$ cat src/rtl/id_stage.sv
// id_stage: MIPS decode/operand-read stage with a 32x32 GPR file and a
// busy-bit scoreboard that stalls issue on RAW and WAW hazards.
// Optional macro ID_STAGE_BYPASS_EN: treat a register written back this
// cycle as ready and forward wb_data into the operands.
module id_stage #(
    parameter int DATA_WIDTH = 32
) (
    input  logic                  clk,
    input  logic                  rst,
    input  logic                  in_valid,
    output logic                  in_ready,
    input  logic [31:0]           in_instr,
    output logic                  out_valid,
    input  logic                  out_ready,
    output logic [31:0]           out_instruction,
    output logic [DATA_WIDTH-1:0] out_regA,
    output logic [DATA_WIDTH-1:0] out_regB,
    output logic [4:0]            out_dest,
    output logic                  out_wen,
    input  logic                  wb_en,
    input  logic [4:0]            wb_addr,
    input  logic [DATA_WIDTH-1:0] wb_data,
    input  logic                  flush
);

    logic [DATA_WIDTH-1:0] gpr_q [32];
    logic [DATA_WIDTH-1:0] gpr_d [32];
    logic [31:0]           busy_q, busy_d;

    logic                  out_valid_q, out_valid_d;
    logic [31:0]           out_instr_q, out_instr_d;
    logic [DATA_WIDTH-1:0] out_rega_q, out_rega_d;
    logic [DATA_WIDTH-1:0] out_regb_q, out_regb_d;
    logic [4:0]            out_dest_q, out_dest_d;
    logic                  out_wen_q, out_wen_d;

    logic [5:0] opcode, funct;
    logic [4:0] rs, rt, rd;
    logic [4:0] dec_dest;
    logic       dec_wen, use_rs, use_rt;
    logic       rs_fwd, rt_fwd, hazard, accept, wb_hit;
    logic [DATA_WIDTH-1:0] rd_a, rd_b;

    assign opcode = in_instr[31:26];
    assign rs     = in_instr[25:21];
    assign rt     = in_instr[20:16];
    assign rd     = in_instr[15:11];
    assign funct  = in_instr[5:0];
    assign wb_hit = wb_en && (wb_addr != 5'd0);

    // Decode destination and which source fields the instruction actually reads.
    always_comb begin
        dec_dest = 5'd0;
        dec_wen  = 1'b0;
        use_rs   = 1'b1;
        use_rt   = 1'b0;
        case (opcode)
            6'b000000: begin
                dec_dest = rd;
                dec_wen  = 1'b1;
                use_rt   = 1'b1;
                // shifts by immediate take their operand from rt only
                if (funct == 6'b000000 || funct == 6'b000010 || funct == 6'b000011)
                    use_rs = 1'b0;
            end
            6'b001000, 6'b001001, 6'b001010, 6'b001011,
            6'b001100, 6'b001101, 6'b001110, 6'b100011: begin
                dec_dest = rt;
                dec_wen  = 1'b1;
            end
            6'b101011, 6'b000100, 6'b000101: use_rt = 1'b1;
            default: ;
        endcase
        // a write to $0 is no write at all
        if (dec_dest == 5'd0) dec_wen = 1'b0;
        if (!dec_wen) dec_dest = 5'd0;
    end

    // Same-cycle writeback forwarding of source operands.
    always_comb begin
`ifdef ID_STAGE_BYPASS_EN
        rs_fwd = wb_hit && (wb_addr == rs);
        rt_fwd = wb_hit && (wb_addr == rt);
`else
        rs_fwd = 1'b0;
        rt_fwd = 1'b0;
`endif
        rd_a = (rs == 5'd0) ? '0 : (rs_fwd ? wb_data : gpr_q[rs]);
        rd_b = (rt == 5'd0) ? '0 : (rt_fwd ? wb_data : gpr_q[rt]);
    end

    assign hazard   = (use_rs && busy_q[rs] && !rs_fwd)
                    || (use_rt && busy_q[rt] && !rt_fwd)
                    || (dec_wen && busy_q[dec_dest]);
    assign in_ready = (!out_valid_q || out_ready) && !hazard && !flush;
    assign accept   = in_valid && in_ready;

    // Next-state for output register, scoreboard and register file.
    always_comb begin
        out_valid_d = out_valid_q;
        out_instr_d = out_instr_q;
        out_rega_d  = out_rega_q;
        out_regb_d  = out_regb_q;
        out_dest_d  = out_dest_q;
        out_wen_d   = out_wen_q;
        busy_d      = busy_q;
        gpr_d       = gpr_q;

        if (wb_hit) begin
            gpr_d[wb_addr]  = wb_data;
            busy_d[wb_addr] = 1'b0;
        end
        // a squashed producer will never write back, so release its dest
        if (flush && out_valid_q && out_wen_q)
            busy_d[out_dest_q] = 1'b0;

        if (flush) begin
            out_valid_d = 1'b0;
        end else if (accept) begin
            out_valid_d = 1'b1;
            out_instr_d = in_instr;
            out_rega_d  = rd_a;
            out_regb_d  = rd_b;
            out_dest_d  = dec_dest;
            out_wen_d   = dec_wen;
            // set after the writeback clear so a same-cycle set wins
            if (dec_wen) busy_d[dec_dest] = 1'b1;
        end else if (out_ready) begin
            out_valid_d = 1'b0;
        end
        busy_d[0] = 1'b0;
    end

    // State registers with asynchronous reset.
    always_ff @(posedge clk or posedge rst) begin
        if (rst) begin
            out_valid_q <= 1'b0;
            out_instr_q <= '0;
            out_rega_q  <= '0;
            out_regb_q  <= '0;
            out_dest_q  <= '0;
            out_wen_q   <= 1'b0;
            busy_q      <= '0;
            for (int i = 0; i < 32; i++) gpr_q[i] <= '0;
        end else begin
            out_valid_q <= out_valid_d;
            out_instr_q <= out_instr_d;
            out_rega_q  <= out_rega_d;
            out_regb_q  <= out_regb_d;
            out_dest_q  <= out_dest_d;
            out_wen_q   <= out_wen_d;
            busy_q      <= busy_d;
            for (int i = 0; i < 32; i++) gpr_q[i] <= gpr_d[i];
        end
    end

    assign out_valid       = out_valid_q;
    assign out_instruction = out_instr_q;
    assign out_regA        = out_rega_q;
    assign out_regB        = out_regb_q;
    assign out_dest        = out_dest_q;
    assign out_wen         = out_wen_q;

endmodule

$ cat config.mk
export PLATFORM = sky130hd
export DESIGN_NAME = id_stage
export DESIGN_NICKNAME = d
export VERILOG_FILES = /design/src/rtl/id_stage.sv
export SDC_FILE = /design/constraint.sdc
export NUM_CORES = 2
export LEC_CHECK = 0
export CORE_MARGIN = 4
export CORE_UTILIZATION = 46
export DETAILED_ROUTE_END_ITERATION = 8
export GPL_ROUTABILITY_DRIVEN = 0
export GPL_TIMING_DRIVEN = 0
export HOLD_SLACK_MARGIN = 0.02
export PLACE_DENSITY_LB_ADDON = 0.2
export SYNTH_ARGS = -nofsm -noshare
export SYNTH_HDL_FRONTEND = slang
export SYNTH_SLANG_ARGS = --single-unit
$ cat constraint.sdc
create_clock -name clk -period 69.4 [get_ports clk]
set_input_delay 13.88 -clock clk [delete_from_list [all_inputs] [get_ports clk]]
set_output_delay 13.88 -clock clk [all_outputs]
set_load 0.05 [all_outputs]
Word level (Yosys, flattened, before mapping) --
Index checks and enable logic that the tools add are counted.
Word-level totals: register bits after elaboration 1158, output and inout port bits 104, input bits 75, word-level logic and storage cells 143
Cells by class: eq/ne operators 13, order comparisons 12, multiplexer cells 38, bitwise logic cells 9, reduce and logical (&&, ||, !) cells 32
Operator list (number):
- $bwmux W1024 | 1
- $mux W32 | 12
- $bmux W32 S5 | 2
- $demux W32 S5 | 1
- $and A32 B32 Y32 | 2
- $not A32 Y32 | 2
- $eq A6 B4 Y1 const B | 7
- $or A32 B32 Y32 | 1
- $lt A5 B6 Y1 const B | 5
- $ge A6 B6 Y1 const B | 3
- $not A5 Y6 | 3
- $bmux W1 S5 | 3
- $demux W1 S5 | 3
- $ge A5 B1 Y1 const B | 3
- $logic_not A5 Y1 | 3
- $mux W1 | 14
- $logic_and A1 B1 Y1 | 13
- $eq A6 B2 Y1 const B | 2
- $eq A6 B3 Y1 const B | 2
- $eq A6 B6 Y1 const B | 2
- $logic_not A6 Y1 | 2
- $pmux W5 S2 | 1
- $reduce_or A9 Y1 | 1
- $reduce_or A8 Y1 | 1
- other kinds (9) | 15

Depth between registers and ports, before layout --
depth after elaboration 16, mapped depth 12, depth with buffers taken out 8

Least setup slack after synthesis --
Ideal clock, no wire load.
path type input to output, start input port in_instr[30], end output port in_ready, path buffers 3, data arrival time 16225 ps, required time 55520 ps, cell stages on the path 10, path slack 39295 ps, cells stage by stage buf_2 > nor4bb_1 > a22oi_2 > nand2_1 > mux2_2 > a221oi_1 > a2111o_1 > o21ba_2 > clkbuf_1 > buf_2
On the way: longest elaborated chain between the ends 13, elaborated cells on any way between the ends 32, classes of those cells eq/ne: 11; mux: 8; reduce/logical: 13
RTL lines:
- start: declaration | line 12 | input logic [31:0] in_instr,
- $eq A6 B4 Y1 / $eq A6 B6 Y1 (equally long branches) | line 57 | case (opcode)
- $reduce_or A8 Y1
- $pmux W5 S2 | line 57
- $logic_not A5 Y1 | line 75 | if (dec_dest == 5'd0) dec_wen = 1'b0;
- $mux W1 | line 75
- $mux W5 | line 76 | if (!dec_wen) dec_dest = 5'd0;
- $bmux W1 S5 | line 94 | || (dec_wen && busy_q[dec_dest]);
- $mux W1 (implied by the code) | line 94
- $logic_and A1 B1 Y1 | line 94
- $logic_or A1 B1 Y1 * | line 94
- $logic_not A1 Y1 * | line 95 | assign in_ready = (!out_valid_q || out_ready) && !hazard && !flush;
- $logic_and A1 B1 Y1 * (2 in series) | line 95
- end: declaration | line 11 | output logic in_ready,
Every way passes the cells marked *; elsewhere a longest branch is shown, timed or not. The select of a mux whose other input is x is not followed.

Final worst setup path --
start input port in_instr[22], end output port in_ready
On the way: longest elaborated chain between the ends 8
RTL lines:
- $bmux W1 S5 | line 92 | assign hazard = (use_rs && busy_q[rs] && !rs_fwd)
- $mux W1 (implied by the code) | line 92
- $logic_and A1 B1 Y1 | line 92
- $logic_or A1 B1 Y1 | line 93 | || (use_rt && busy_q[rt] && !rt_fwd)
- $logic_or A1 B1 Y1 | line 94
- $logic_not A1 Y1 | line 95
- $logic_and A1 B1 Y1 (2 in series) | line 95
Every way passes these cells. The select of a mux whose other input is x is not followed.

==> metrics.txt <==
vias per cell 6.635; clk sinks 1158; DR WL/cell 35.42 um; core box area 129600 um2; CP top delay family buffers and inverters; layout cells sized above 1 48.27%; Hold Fails Final Rpt 0; relative slew slack -4.344%; Net Count, Synth 3779; Die Span Y 369.6 um; synth top area cells dfrtp_1 (48%), mux4_2 (25%), mux2_2 (19%); first-pass GRT wire length 297800 um; kind of critical path in -> out; DRC violations left 0; grt ovf 0; hold_buf cts 0; leading cell type in the layout, fill and taps excluded dfrtp_1; Clock Tree Root clkbuf_16; Die Span X 369.6 um; Avg Cell Area, Syn 16.24 um2; Fin Setup TNS 0 ps; Max Slew Vio Count 22; die area 136600 um2; CTS H-tree depth 4; hold depth 1; Layout area overhead 14.71%; nets@finish 4103; HPWL after DPL 140000 um; Port Buffers 171; Post-synth EDFFs 0; max_cap viols 3; reg2reg path depth 8; total CTS buffers 133; reg2reg end out_regB[12]; post-CTS sizing 0; Iteration-0 DRC Markers 4217; Worst VDD drop 0.00002364 V; crit-path max cell delay 1070 ps; RSZ-0062 raised after global routing false; initial antenna violation count 2; CTS tree yes; FF+latch area 28980 um2; share of synthesized registers carrying an async set or reset 100.0%; multi-input logic area 29490 um2; Worst Tran Pin Value 1565 ps; failing checks capacitance limit, slew limit; Antenna Violating Nets Remaining 0; Setup-failing EPs final 0; hold_ws 479.0 ps; clock latency on the worst-skew pair 750 ps; DRT Wirelength 208200 um; Clk pin slew, worst setup/hold paths 60 ps; Hold Path Class reg -> reg; # fillers 10750; Final Util 53.21%; critical path fanouts, max 10; status complete, but fails checks; WP data required 55520 ps; WHS Endpoint gpr_q[1010]; RR Startpoint busy_q[26]; WP buf/inv 5; Syn. warnings 0; Slowest cell on crit path clkbuf_1; vias in the first global route 40070; number of post-CTS setup repair buffers 0; Vias 39010; First-pass DRT Iterations 8; R2R setup slack 65660 ps; Leak 28.91 nW; Ports 179; period utilization 47.26%; min Tclk post-route 32800 ps; P per Cell Area 30.90 nW/um2; FP Rows 132; fmax 30.49 MHz; GRT Util Overall 30.81%; Arr. time, crit path 18920 ps; main flop type after synthesis dfrtp_1; largest net degree at the start of global routing 123; area leader, netlist dfrtp_1; Power Total 2.132 mW; HP Start gpr_q[1010]; Mapped Cells 3704; crit path cell chain clkdlybuf4s50_1, clkbuf_1, mux4_2, mux4_2, mux2i_1, o211ai_1, o21ba_2, clkbuf_1, buf_2, clkdlybuf4s50_1; initial core utilization 46.39%; CP Capture Type output pin; Yosys reg bits 1158; most frequent cells in the layout dfrtp_1 (1158), mux2_2 (1025), mux4_2 (656), clkbuf_1 (312), clkdlybuf4s50_1 (171); CTS max path bufs 3; Mapped Area 60150 um2; synth unique cells 63; Synth top area share 48.18%; startpoint types input pin; Setup Skew 26.77 ps; Seq/Total Area, Yosys 48.18%
==> per-stage QoR <==
step,std cells,instance area [um2],setup WS (ps)
CTS,5869,68900,36670
global placement,5617,64040,8254
detailed placement,5631,64410,36670
floorplan,3704,60150,22900
global route,5873,68970,36550
finish,5879,68990,36600
==> cell usage after synthesis (3+ instances only) <==
| master | n |
|---|---|
| and2_1 | 5 |
| nand3_1 | 16 |
| nand2b_1 | 8 |
| buf_1 | 89 |
| o31ai_1 | 32 |
| or3_1 | 5 |
| a22o_1 | 35 |
| o221ai_1 | 13 |
| a22oi_2 | 3 |
| a21oi_1 | 6 |
| mux2_1 | 7 |
| a22oi_1 | 6 |
| mux2i_1 | 70 |
| o2bb2ai_1 | 33 |
| o211ai_1 | 20 |
| nor2_1 | 57 |
| buf_4 | 9 |
| nand4b_1 | 4 |
| mux4_2 | 656 |
| clkbuf_1 | 293 |
| nor2b_1 | 6 |
| mux2_2 | 1025 |
| dfrtp_1 | 1158 |
| nor3_1 | 8 |
| nand3b_1 | 4 |
| nand2_1 | 34 |
| buf_2 | 30 |
| inv_1 | 7 |
| o21ai_0 | 15 |
| nor3b_1 | 6 |
==> layer usage <==
metal | track usage (%) | part of all wire, % | up-vias
met5 | 0 | 0.0072 | -
met4 | 14.56 | 5.2 | 2
met3 | 7.640 | 8.7 | 508
met2 | 46.54 | 46 | 1888
met1 | 42.24 | 40 | 21380
li1 | - | - | 15230
==> how the worst max path moves through the flow <==
stage / from / to / slack [ps] / cells after the start
after floorplan: rst / busy_q[10] / 22900 / 1
after global placement: rst / out_regB[15] / 8250 / 2
after detailed placement: in_instr[22] / in_ready / 36670 / 10
after CTS: in_instr[22] / in_ready / 36670 / 10
after global routing: in_instr[22] / in_ready / 36550 / 10
final: in_instr[22] / in_ready / 36600 / 10
==> report_power, final <==
group / switching, mW / internal, mW
clock: 0.296 / 0.431
combinational: 0.231 / 0.272
sequential: 0.0929 / 0.808
==> cells by family after synthesis <==
| kind of cell | after synthesis | synth area share, % |
|---|---|---|
| compound gates | 190 | 2.538 |
| buf+inv | 429 | 2.796 |
| flops | 1158 | 48.18 |
| simple gates | 169 | 1.435 |
| mux | 1758 | 45.05 |
==> registers in the layout, indices dropped and copies added (netlist names) <==
register,count
busy_q,31
gpr_q,1024
out_dest,5
out_instruction,32
out_regA,32
out_regB,32
out_valid,1
out_wen,1
==> layout make-up <==
cell class	count	area share, %
sequential	1158	42.00
buffer	421	2.450
clock buffer	199	5.816
tap	1742	3.159
antenna	6	0.02176
timing repair buffer	189	3.054
multi-input combinational	2117	42.75
clock inverter	39	0.6910
inverter	8	0.05441
(Power assumes the default switching activity.)
